File: config.mk
export PLATFORM = sky130hd
export DESIGN_NAME = gpu_stencil_ctrl
export DESIGN_NICKNAME = d
export VERILOG_FILES = /design/src/rtl/gpu_stencil_ctrl.sv
export SDC_FILE = /design/constraint.sdc
export NUM_CORES = 1
export LEC_CHECK = 0
export CORE_MARGIN = 2
export CORE_UTILIZATION = 50
export CTS_BUF_LIST = sky130_fd_sc_hd__clkbuf_8 sky130_fd_sc_hd__clkbuf_16
export DETAILED_ROUTE_END_ITERATION = 10
export PLACE_DENSITY = 0.87
export SYNTH_ARGS = -nofsm -noshare
export SYNTH_HDL_FRONTEND = slang
export SYNTH_SLANG_ARGS = --single-unit
File: constraint.sdc
create_clock -name clk_i -period 3.6 [get_ports clk_i]
set_input_delay 0.36 -clock clk_i [delete_from_list [all_inputs] [get_ports clk_i]]
set_output_delay 0.36 -clock clk_i [all_outputs]
set_load 0.02 [all_outputs]
File: src/rtl/gpu_stencil_ctrl.sv
// Stencil read-modify-write sequencer in front of gpu_stencil_cache: PSX check/set-mask
// evaluation for 16-pixel spans plus a bulk clear engine that paces cache writes.
module gpu_stencil_ctrl #(
  parameter int CLR_LEN_W = 16
) (
  input  logic                 clk_i,
  input  logic                 rst_i,
  input  logic                 req_valid_i,
  output logic                 req_ready_o,
  input  logic [14:0]          req_addr_i,
  input  logic [15:0]          req_sel_i,
  input  logic [15:0]          req_bit15_i,
  input  logic                 req_check_i,
  input  logic                 req_set_i,
  output logic                 out_valid_o,
  input  logic                 out_ready_i,
  output logic [14:0]          out_addr_o,
  output logic [15:0]          out_wen_o,
  input  logic                 clr_start_i,
  input  logic [14:0]          clr_addr_i,
  input  logic [CLR_LEN_W-1:0] clr_len_i,
  output logic                 busy_o,
  output logic                 stencil_rd_req_o,
  output logic [14:0]          stencil_rd_addr_o,
  input  logic [15:0]          stencil_rd_value_i,
  output logic                 stencil_wr_req_o,
  output logic [14:0]          stencil_wr_addr_o,
  output logic [15:0]          stencil_wr_mask_o,
  output logic [15:0]          stencil_wr_value_o,
  input  logic                 stencil_error_i,
  output logic                 err_o
);

  typedef enum logic [2:0] {
    IDLE    = 3'd0,
    RD      = 3'd1,
    EVAL    = 3'd2,
    CLR_WR  = 3'd3,
    CLR_GAP = 3'd4
  } state_t;

  state_t               state_q;
  logic [14:0]          addr_q;
  logic [15:0]          sel_q;
  logic [15:0]          bit15_q;
  logic                 check_q;
  logic                 set_q;
  logic                 rd_first_q;
  logic [15:0]          word_q;
  logic [14:0]          clr_addr_q;
  logic [CLR_LEN_W-1:0] clr_cnt_q;
  logic                 wr_gap_q;
  logic                 err_q;

  logic [15:0] word;
  logic [15:0] wen;
  logic        req_fire;
  logic        out_fire;

  // Cache data is only present in the first EVAL cycle; afterwards use the captured copy.
  assign word = rd_first_q ? stencil_rd_value_i : word_q;
  assign wen  = sel_q & ~(check_q ? word : 16'h0000);

  assign req_ready_o = !rst_i && (state_q == IDLE) && !clr_start_i;
  assign req_fire    = req_valid_i && req_ready_o;
  assign out_valid_o = !rst_i && (state_q == EVAL) && !wr_gap_q;
  assign out_fire    = out_valid_o && out_ready_i;

  assign out_addr_o  = (state_q == EVAL) ? addr_q : 15'd0;
  assign out_wen_o   = (state_q == EVAL) ? wen : 16'h0000;

  assign stencil_rd_req_o  = !rst_i && (state_q == RD);
  assign stencil_rd_addr_o = (state_q == RD) ? addr_q : 15'd0;

  assign busy_o = (state_q != IDLE);
  assign err_o  = err_q;

  always_comb begin
    stencil_wr_req_o   = 1'b0;
    stencil_wr_addr_o  = 15'd0;
    stencil_wr_mask_o  = 16'h0000;
    stencil_wr_value_o = 16'h0000;
    if (!rst_i) begin
      case (state_q)
        EVAL: begin
          if (out_fire && (wen != 16'h0000)) begin
            stencil_wr_req_o   = 1'b1;
            stencil_wr_addr_o  = addr_q;
            stencil_wr_mask_o  = wen;
            stencil_wr_value_o = (bit15_q | {16{set_q}}) & wen;
          end
        end
        CLR_WR: begin
          stencil_wr_req_o   = 1'b1;
          stencil_wr_addr_o  = clr_addr_q;
          stencil_wr_mask_o  = 16'hFFFF;
          stencil_wr_value_o = 16'h0000;
        end
        default: ;
      endcase
    end
  end

  // A clear request takes the IDLE slot ahead of any span presented in the same cycle.
  always_ff @(posedge clk_i) begin
    if (rst_i) begin
      state_q    <= IDLE;
      addr_q     <= 15'd0;
      sel_q      <= 16'h0000;
      bit15_q    <= 16'h0000;
      check_q    <= 1'b0;
      set_q      <= 1'b0;
      rd_first_q <= 1'b0;
      word_q     <= 16'h0000;
      clr_addr_q <= 15'd0;
      clr_cnt_q  <= '0;
      wr_gap_q   <= 1'b0;
      err_q      <= 1'b0;
    end else begin
      wr_gap_q   <= stencil_wr_req_o;
      err_q      <= err_q | stencil_error_i;
      rd_first_q <= (state_q == RD);
      case (state_q)
        IDLE: begin
          if (clr_start_i) begin
            if (clr_len_i != '0) begin
              clr_addr_q <= clr_addr_i;
              clr_cnt_q  <= clr_len_i;
              state_q    <= CLR_WR;
            end
          end else if (req_fire) begin
            addr_q  <= req_addr_i;
            sel_q   <= req_sel_i;
            bit15_q <= req_bit15_i;
            check_q <= req_check_i;
            set_q   <= req_set_i;
            state_q <= RD;
          end
        end
        RD: state_q <= EVAL;
        EVAL: begin
          word_q <= word;
          if (out_fire) state_q <= IDLE;
        end
        CLR_WR: begin
          clr_addr_q <= clr_addr_q + 15'd1;
          clr_cnt_q  <= clr_cnt_q - CLR_LEN_W'(1);
          state_q    <= CLR_GAP;
        end
        CLR_GAP: state_q <= (clr_cnt_q != '0) ? CLR_WR : IDLE;
        default: state_q <= IDLE;
      endcase
    end
  end

endmodule

==> impl_metrics.toml, run 1 <==
[power]
power_frac_comb_pct = 28.5
p_sw_w = 0.00116
seqPwrFrac_pct = 40.5
swShare_pct = 34.7
p_int_w = 0.00219
pwr-share-clk_pct = 31.0
power_leakage_nw = 2.81
p_per_area_mw_per_mm2 = 406
ir_worst_vdd_uv = 276

[sta]
fin_crit_ns = 3.38
fin_ws_ns = 0.217
period_share_pct = 94.0
fin_worst_skew_ns = 0.00765
fin_setup_tns_ns = 0
tightestPinTransition_ns = 0.847
fin_hold_ws_ns = 0.423
slew_headroom_pct = 43.5
finalHoldViolations = 0
rsz0062_at_grt = "false"
slew_viol_final = 0
max_clock_freq_ghz = 0.296
setup_viol = 0

[global_route]
grt.overflow.total = 0
grt_pass1_wl_um = 31500
antenna_found_initial = 0
grt_pass1_vias = 6077
track_usage_pct = 30.6
grt_max_degree = 66

[flow_run]
drv_cap = 0

[clock_network]
cts.clk_slew.worst_paths_ns = 0.07
root_buffer = "clkbuf_16"
hold_buffers = 0
cts.path.max_buffers = 2
cts_buffers = 9
clkLatencyLatePin_ns = 0.35
cts_max_level = 3
cts_tree = "done"
clkSinkCount = 102

[placement]
place_ws_ns = 0.252
placed_cells = 1107
hpwlAfterDp_um = 14400
placed_cell_area_mm2 = 0.00793
portBuffers = 200
gp_congestion = 0.930

[final_layout]
multi_input_comb_area_mm2 = 0.00350
drive_gt1_share_pct = 7.04
regArea_mm2 = 0.00204
diodes = 0
final_nets = 1079
area_delta_synth_final_pct = 38.8
design_area_mm2 = 0.00825
layout.cells.non_filler = 1123
fill_cells = 952

[synthesis]
synth.net_count = 919
seq_area_frac_synth_pct = 34.4
ys_warn_count = 0
synthTopCellsByCount = "nand2_1 (173), dfxtp_1 (102), o21ai_0 (82)"
ys_dominant_reg_cell = "dfxtp_1"
synth-edff-count = 0
synth_top_area_cell = "dfxtp_1"
ys_ff_latch = 102
synth_area_mm2 = 0.00594
async_reset_ff_share_pct = 0
synth_most_common_cell = "nand2_1"
synthDistinctLibCells = 54
synthTopCellsByArea = "dfxtp_1 (34%), nand2_1 (11%), o21ai_0 (6.9%), a21oi_1 (4.7%), nor2_1 (4.1%)"
synthCells = 815
synth_top_area_share_pct = 34.4
syn_area_per_cell_um2 = 7.29

[route]
via_per_inst = 5.99
ant_nets = 0
route.vias.total = 6729
firstDrtPassIters = 9
wl_per_cell_um = 17.9
routed_wl_um = 20100
drt_first_iter_violations = 764
drc_errors = 7

[floorplan]
initial_core_util_pct = 51.6
dieArea_mm2 = 0.0128
num_rows = 39
io_pins = 201
die_x_um = 113
core_mm2 = 0.0115
die_h_um = 113

[outcome]
status = "complete, but fails checks"
violations = "design-rule violations"

[critical_path]
critPathSlowestCell = "clkdlybuf4s50_1"
arrival_ns = 3.02
start_kind = "flop"
end_kind = "output port"
path_buf_inv = 3
critPathTopFamily = "buffers and inverters"
reg2reg_depth = 6
worstPathRequired_ns = 3.24
max_stage_delay_ns = 0.57
critPathKind = "reg -> out"
cp_max_fo = 32
cp.depth = 8
crit_path_cell_trace = "buf_4 > mux2i_1 > o21ai_0 > nand4_1 > nor4_4 > buf_6 > o22ai_1 > clkdlybuf4s50_1"

[worst_hold_path]
hold_path_depth = 4
min_path_type = "in -> reg"
[per-layer routing]
metal  share of wire (%)  track usage, %  routed length, um
met1                  42            41.1               8550
met3                 8.9            6.70               1800
met2                  47            49.5               9380
met4                 2.1            9.35                420
met5                   0               0                  0
[registers in the layout (all words and copies together) (netlist names)]
| name | cells |
|---|---|
| clr_addr_q | 15 |
| sel_q | 16 |
| check_q | 1 |
| clr_cnt_q | 16 |
| word_q | 16 |
| addr_q | 15 |
| rd_first_q | 1 |
| wr_gap_q | 1 |
| state_q | 3 |
| err_o | 1 |
| set_q | 1 |
| bit15_q | 16 |
[area by class of cell]
cell class              count  area share, %
multi-input cells         632           42.5
repair buffers            221           26.3
well taps                 143           2.17
inverters                   9          0.410
flip-flops and latches    102           24.8
clock buffers              10           2.90
clock inverters             6          0.926
[final timing paths]
| kind | from | endpoint | slack (ns) |
|---|---|---|---|
| setup / recovery | rd_first_q | stencil_wr_req_o | 0.22 |
| hold / removal | rst_i | state_q[1] | 0.42 |
| setup reg to reg | state_q[2] | clr_cnt_q[7] | 0.97 |
| hold reg to reg | bit15_q[3] | bit15_q[3] | 0.46 |
[worst reg2reg max path, cell delays in order, from the launching register on]
cell,delay (ns)
dfxtp_1,0.60
nand3b_1,0.19
buf_4,0.16
buf_4,0.53
o21a_2,0.57
nor2_1,0.20
a311oi_1,0.29
[cells in the final DEF, fill, tap and decap left out, types with 15 or more instances in the layout]
cell | synthesis | final
clkdlybuf4s50_1 | 0 | 199
nand2_1 | 173 | 173
dfxtp_1 | 102 | 102
o21ai_0 | 82 | 81
nor2_1 | 65 | 65
a21oi_1 | 56 | 56
nor3_1 | 26 | 26
and3_1 | 20 | 20
o21ai_2 | 19 | 19
buf_4 | 7 | 19
mux2i_1 | 18 | 18
and2_1 | 19 | 18
o31ai_1 | 18 | 18
o311ai_0 | 16 | 16
o21a_1 | 15 | 15
[power groups by stage]
| stage | sequential, W | combinational [W] | clock [W] |
|---|---|---|---|
| floorplan | 0.00134 | 0.000636 | 0 |
| global placement | 0.00137 | 0.000919 | 0 |
| detailed placement | 0.00137 | 0.000934 | 0 |
| CTS | 0.00135 | 0.000939 | 0.00105 |
| global route | 0.00137 | 0.00104 | 0.00109 |
| finish | 0.00136 | 0.000956 | 0.00104 |
[stage by stage]
stage,utilization [%],total power (W)
2_1_floorplan,-,0.00197
3_5_place_dp,68.8,0.00231
4_1_cts,71.6,0.00334
6_report,71.6,0.00335
5_1_grt,71.6,0.00350
3_3_place_gp,68.8,0.00229
[cell families (layout without fill, tap and decap cells)]
family          count (synthesis)  in the layout  share of synthesized area (%)
buf+inv                        81            246                           6.78
compound gates                257            257                           27.5
mux                            18             18                           3.03
flops                         102            102                           34.4
fa+ha+maj                       2              2                          0.421
simple gates                  355            355                           27.9
[repair_timing]
action	in CTS	in global routing
gates resized for setup	0	2
endpoints found under the hold margin	0	0
buffers inserted	0	0
setup endpoints to repair	0	31
No activity file was read; power rests on OpenSTA's default activity.
==> inputs of run 2 (changes only) <==
--- a/config.mk
+++ b/config.mk
@@ -9,6 +9,8 @@
 export CORE_UTILIZATION = 50
 export CTS_BUF_LIST = sky130_fd_sc_hd__clkbuf_8 sky130_fd_sc_hd__clkbuf_16
 export DETAILED_ROUTE_END_ITERATION = 10
+export GPL_TIMING_DRIVEN = 0
+export HOLD_SLACK_MARGIN = 0.03
 export PLACE_DENSITY = 0.87
 export SYNTH_ARGS = -nofsm -noshare
 export SYNTH_HDL_FRONTEND = slang
==> run 2 against run 1 <==
The run still ends with design-rule violations left. Die area stayed put. Core utilization is 1.5 points higher. Sequential power about the same. Register-to-register slack improved by 0.26 ns.
==> impl_metrics.toml, run 2 (synthesis gave the netlist of run 1 again) <==
[floorplan]
io_pins = 201
dieArea_mm2 = 0.0128
core_mm2 = 0.0115
initial_core_util_pct = 51.6
die_h_um = 113
num_rows = 39
die_x_um = 113

[sta]
rsz0062_at_grt = "false"
fin_hold_ws_ns = 0.457
fin_worst_skew_ns = 0.0106
max_clock_freq_ghz = 0.292
tightestPinTransition_ns = 0.676
fin_crit_ns = 3.42
finalHoldViolations = 0
period_share_pct = 95.1
fin_setup_tns_ns = 0
setup_viol = 0
slew_viol_final = 0
slew_headroom_pct = 54.6

[critical_path]
path_buf_inv = 4
critPathSlowestCell = "clkdlybuf4s50_1"
critPathTopFamily = "buffers and inverters"
arrival_ns = 3.06
crit_path_cell_trace = "buf_4 > buf_6 > mux2i_1 > o21ai_0 > nand4_1 > nor4_4 > buf_4 > nor3_1 > clkdlybuf4s50_1"
max_stage_delay_ns = 0.57
critPathKind = "reg -> out"
cp_max_fo = 10
end_kind = "output port"
start_kind = "flop"
path_common_cell = "buf_4"
worstPathRequired_ns = 3.24

[placement]
gp_congestion = 0.977
portBuffers = 199
hpwlAfterDp_um = 16600

[clock_network]
clkLatencyLatePin_ns = 0.36
clkSinkCount = 102
cts_max_level = 3
cts_buffers = 9
cts.clk_slew.worst_paths_ns = 0.08
cts_tree = "done"
hold_buffers = 0
cts.path.max_buffers = 2
root_buffer = "clkbuf_16"

[power]
power_leakage_nw = 2.90
p_per_area_mw_per_mm2 = 397
p_int_w = 0.00214
p_sw_w = 0.00120
seqPwrFrac_pct = 40.5
pwr-share-clk_pct = 28.6
ir_worst_vdd_uv = 338
swShare_pct = 35.9
power_frac_comb_pct = 30.9

[final_layout]
diodes = 0
layout_commonest_cell = "clkdlybuf4s50_1"
fill_cells = 900
area_delta_synth_final_pct = 41.7
regArea_mm2 = 0.00204
final_nets = 1132
drive_gt1_share_pct = 6.97
multi_input_comb_area_mm2 = 0.00350
mostFrequentLayoutCells = "clkdlybuf4s50_1 (198), nand2_1 (173), dfxtp_1 (102)"

[global_route]
grt_pass1_vias = 6409
grt_max_degree = 18
antenna_found_initial = 0
track_usage_pct = 33.6
grt.overflow.total = 0
grt_pass1_wl_um = 34100

[flow_run]
drv_cap = 0

[route]
via_per_inst = 5.95
drt_first_iter_violations = 839
ant_nets = 0
routed_wl_um = 21800
firstDrtPassIters = 8
wl_per_cell_um = 18.6
route.vias.total = 6997
drc_errors = 7

[outcome]
status = "complete, but fails checks"
violations = "design-rule violations"

[worst_hold_path]
min_path_type = "reg -> reg"
## run 2: cell type report
| cell class | instances | share of cell area (%) |
|---|---|---|
| Tap cell | 143 | 2.12 |
| Buffer | 72 | 4.38 |
| Sequential cell | 102 | 24.2 |
| Clock buffer | 10 | 2.84 |
| Timing Repair Buffer | 202 | 24.0 |
| Inverter | 9 | 0.401 |
| Clock inverter | 6 | 0.520 |
| Multi-Input combinational cell | 632 | 41.5 |
## run 2: through the flow
step / cell area (um2) / worst slack [ns] / util (%) / std cells / power [W]
finish: 8420 / 0.175 / 73.1 / 1176 / 0.00334
detailed placement: 8110 / 0.225 / 70.4 / 1157 / 0.00237
global route: 8420 / 0.0212 / 73.1 / 1176 / 0.00349
CTS: 8400 / 0.135 / 72.9 / 1173 / 0.00331
floorplan: 5940 / 1.32 / - / 815 / 0.00197
global placement: 8110 / 0.216 / 70.4 / 1157 / 0.00236
## run 2: path summary, 6_finish.rpt
path                      from                     to  slack [ns]  cells past startpoint
setup / recovery    rd_first_q  stencil_wr_value_o[8]        0.18                      9
hold / removal      bit15_q[4]             bit15_q[4]        0.46                      2
setup reg to reg  clr_cnt_q[0]          clr_cnt_q[12]        1.23                      7
hold reg to reg     bit15_q[4]             bit15_q[4]        0.46                      2
## run 2: power groups by stage
stage | clock network, W | registers, W | logic (W)
global route | 0.00101 | 0.00137 | 0.00111
finish | 0.000958 | 0.00135 | 0.00103
CTS | 0.000954 | 0.00135 | 0.00101
floorplan | 0 | 0.00134 | 0.000636
global placement | 0 | 0.00137 | 0.000990
detailed placement | 0 | 0.00137 | 0.00100
## run 2: metal layers
layer | global-route usage, % | vias to the layer above | share of wire, % | routed length (um)
li1 | - | 3336 | - | -
met1 | 45.7 | 3239 | 41 | 9020
met2 | 54.2 | 386 | 47 | 10200
met3 | 7.02 | 36 | 9.9 | 2170
met4 | 9.76 | 0 | 2.1 | 460
met5 | 0 | - | 0 | 0
## run 2: worst register-to-register path, delay by kind of cell, from the launching register on
family                   cells  cell delay, ns
AO/OA/AOI/OAI                3            0.52
adder cells (fa/ha/maj)      1            0.20
AND/OR/NAND/NOR              2            1.01
flip-flops                   1            0.40
buffers and inverters        1            0.10
## run 2: timing repair
action | CTS | global route
endpoints found under the setup margin | 0 | 7
hold endpoints to repair | 0 | 0
buffers inserted | 0 | 3
resized for setup | 0 | 1
==> inputs of run 3 (changes only) <==
==> config.mk (replaced) <==
export PLATFORM = sky130hd
export DESIGN_NAME = gpu_stencil_ctrl
export DESIGN_NICKNAME = d
export VERILOG_FILES = /design/src/rtl/gpu_stencil_ctrl.sv
export SDC_FILE = /design/constraint.sdc
export NUM_CORES = 1
export LEC_CHECK = 0
export CAP_MARGIN = 20
export CORE_MARGIN = 2
export CORE_UTILIZATION = 69
export DETAILED_ROUTE_END_ITERATION = 10
export DONT_BUFFER_PORTS = 1
export GPL_TIMING_DRIVEN = 0
export HOLD_SLACK_MARGIN = 0.03
export PLACE_DENSITY = 0.85
export SYNTH_ARGS = -nofsm -noshare
export SYNTH_HDL_FRONTEND = slang
export SYNTH_SLANG_ARGS = --single-unit
==> run 3 against run 2 <==
The run now ends clean. Largest cell class unchanged. Flip-flop and latch count unchanged. Critical endpoint is now stencil_wr_value_o[10]. Critical path type unchanged. Wire length is 6.9% lower. Setup slack improved by 0.057 ns. Via count down 6.0%. Sequential power about the same. Worst hold slack got worse by 0.39 ns.
==> impl_metrics.toml, run 3 (synthesis gave the netlist of run 1 again) <==
[critical_path]
critPathSlowestCell = "nor3_1"
worstSetupStartpoint = "state_q[0]"
rrSetupSlack_ns = 1.17
max_stage_delay_ns = 0.71
worstPathRequired_ns = 3.24
crit_path_cell_trace = "buf_6 > nor2_1 > clkbuf_1 > nand4_1 > clkbuf_1 > nor3_1"
end_kind = "output port"
reg2reg_depth = 7
critPathTopFamily = "simple AND/OR/NAND/NOR gates"
critPathKind = "reg -> out"
path_common_cell = "clkbuf_1"
cp_max_fo = 10
path_buf_inv = 3
r2r_end = "clr_addr_q[6]"
crit-reg2reg-launch = "state_q[1]"
arrival_ns = 3.01
start_kind = "flop"

[placement]
gp_congestion = 0.951
portBuffers = 0
hpwlAfterDp_um = 15200

[sta]
rsz0062_at_grt = "false"
fin_crit_ns = 3.37
max_clock_freq_ghz = 0.297
slew_viol_final = 0
finalHoldViolations = 0
setup_viol = 0
fin_worst_skew_ns = 0.0226
period_share_pct = 93.6
tightestPinTransition_ns = 0.850
slew_headroom_pct = 42.7
fin_setup_tns_ns = 0

[final_layout]
diodes = 0
layout_commonest_cell = "nand2_1"
drive_gt1_share_pct = 8.53
mostFrequentLayoutCells = "nand2_1 (173), dfxtp_1 (102), o21ai_0 (82)"
final_nets = 931
area_delta_synth_final_pct = 5.41
fill_cells = 665

[route]
firstDrtPassIters = 5
drt_first_iter_violations = 789
wl_per_cell_um = 21.7
routed_wl_um = 20300
route.vias.total = 6577
drc_errors = 0
ant_nets = 0
via_per_inst = 7.02

[clock_network]
cts_tree = "done"
root_buffer = "clkbuf_8"
post_cts_resized = 0
cts.clk_slew.worst_paths_ns = 0.12
cts_max_level = 3
clkSinkCount = 102
hold_buffers = 0
cts.path.max_buffers = 2
clkLatencyLatePin_ns = 0.39
cts_setup_buffers = 0
cts_buffers = 9

[power]
seqPwrFrac_pct = 45.8
ir_worst_vdd_uv = 252
swShare_pct = 39.9
p_int_w = 0.00178
p_sw_w = 0.00118
power_frac_comb_pct = 29.5
p_total_w = 0.00295
p_per_area_mw_per_mm2 = 472
power_leakage_nw = 2.09
pwr-share-clk_pct = 24.7

[global_route]
grt_max_degree = 20
grt_pass1_vias = 6012
grt.overflow.total = 0
grt_pass1_wl_um = 31500
antenna_found_initial = 0
track_usage_pct = 41.4

[floorplan]
dieArea_mm2 = 0.00937
io_pins = 201
num_rows = 33
die_x_um = 96.8
core_mm2 = 0.00830
initial_core_util_pct = 71.6
die_h_um = 96.8

[worst_hold_path]
holdCritStartpoint = "req_sel_i[8]"
min_path_type = "in -> reg"
hold_path_depth = 2
holdPathEnd = "sel_q[8]"

[flow_run]
drv_cap = 0

[outcome]
status = "completed"
==> run 3: cell type report <==
type,instances,area (um2),area share [%]
multi-input combinational,632,3500,55.8
sequential,102,2040,32.6
buffer,72,369,5.89
tap,105,131,2.10
clock buffer,9,124,1.98
clock inverter,7,61.3,0.979
inverter,9,33.8,0.539
timing repair buffer,1,5.00,0.0799
==> run 3: how the worst max path moves through the flow <==
stage / end / slack [ns] / cells past startpoint
3_3_place_gp: stencil_wr_addr_o[2] / 0.80 / 7
6_report: stencil_wr_value_o[10] / 0.23 / 6
4_1_cts: stencil_wr_value_o[10] / 0.37 / 6
5_1_grt: stencil_wr_value_o[10] / 0.15 / 6
3_5_place_dp: stencil_wr_value_o[10] / 0.79 / 6
2_1_floorplan: stencil_wr_addr_o[0] / 1.32 / 7
==> run 3: per-layer routing <==
layer  vias to the layer above  share of wire, %  global-route usage, %
met4                         0               4.0                   17.3
met3                        78                13                   9.68
met1                      3035                38                   54.6
met2                       529                45                   65.4
met5                         -                 0                      0
li1                       2935                 -                      -
==> run 3: power groups by stage <==
stage / Combinational [W] / Sequential (W) / Clock, W
6_report: 0.000872 / 0.00135 / 0.000731
5_1_grt: 0.000931 / 0.00136 / 0.000763
4_1_cts: 0.000843 / 0.00134 / 0.000712
3_5_place_dp: 0.000839 / 0.00137 / 0
3_3_place_gp: 0.000816 / 0.00136 / 0
2_1_floorplan: 0.000636 / 0.00134 / 0
==> run 3: stage by stage <==
stage,hold WS [ns],std cells,setup slack (ns),cell area [um2],util (%)
3_3_place_gp,0.441,920,0.803,6070,73.2
3_5_place_dp,0.453,921,0.790,6080,73.2
2_1_floorplan,0.432,815,1.32,5940,-
5_1_grt,0.0742,937,0.146,6260,75.5
6_report,0.0695,937,0.232,6260,75.5
4_1_cts,0.0785,937,0.372,6260,75.5
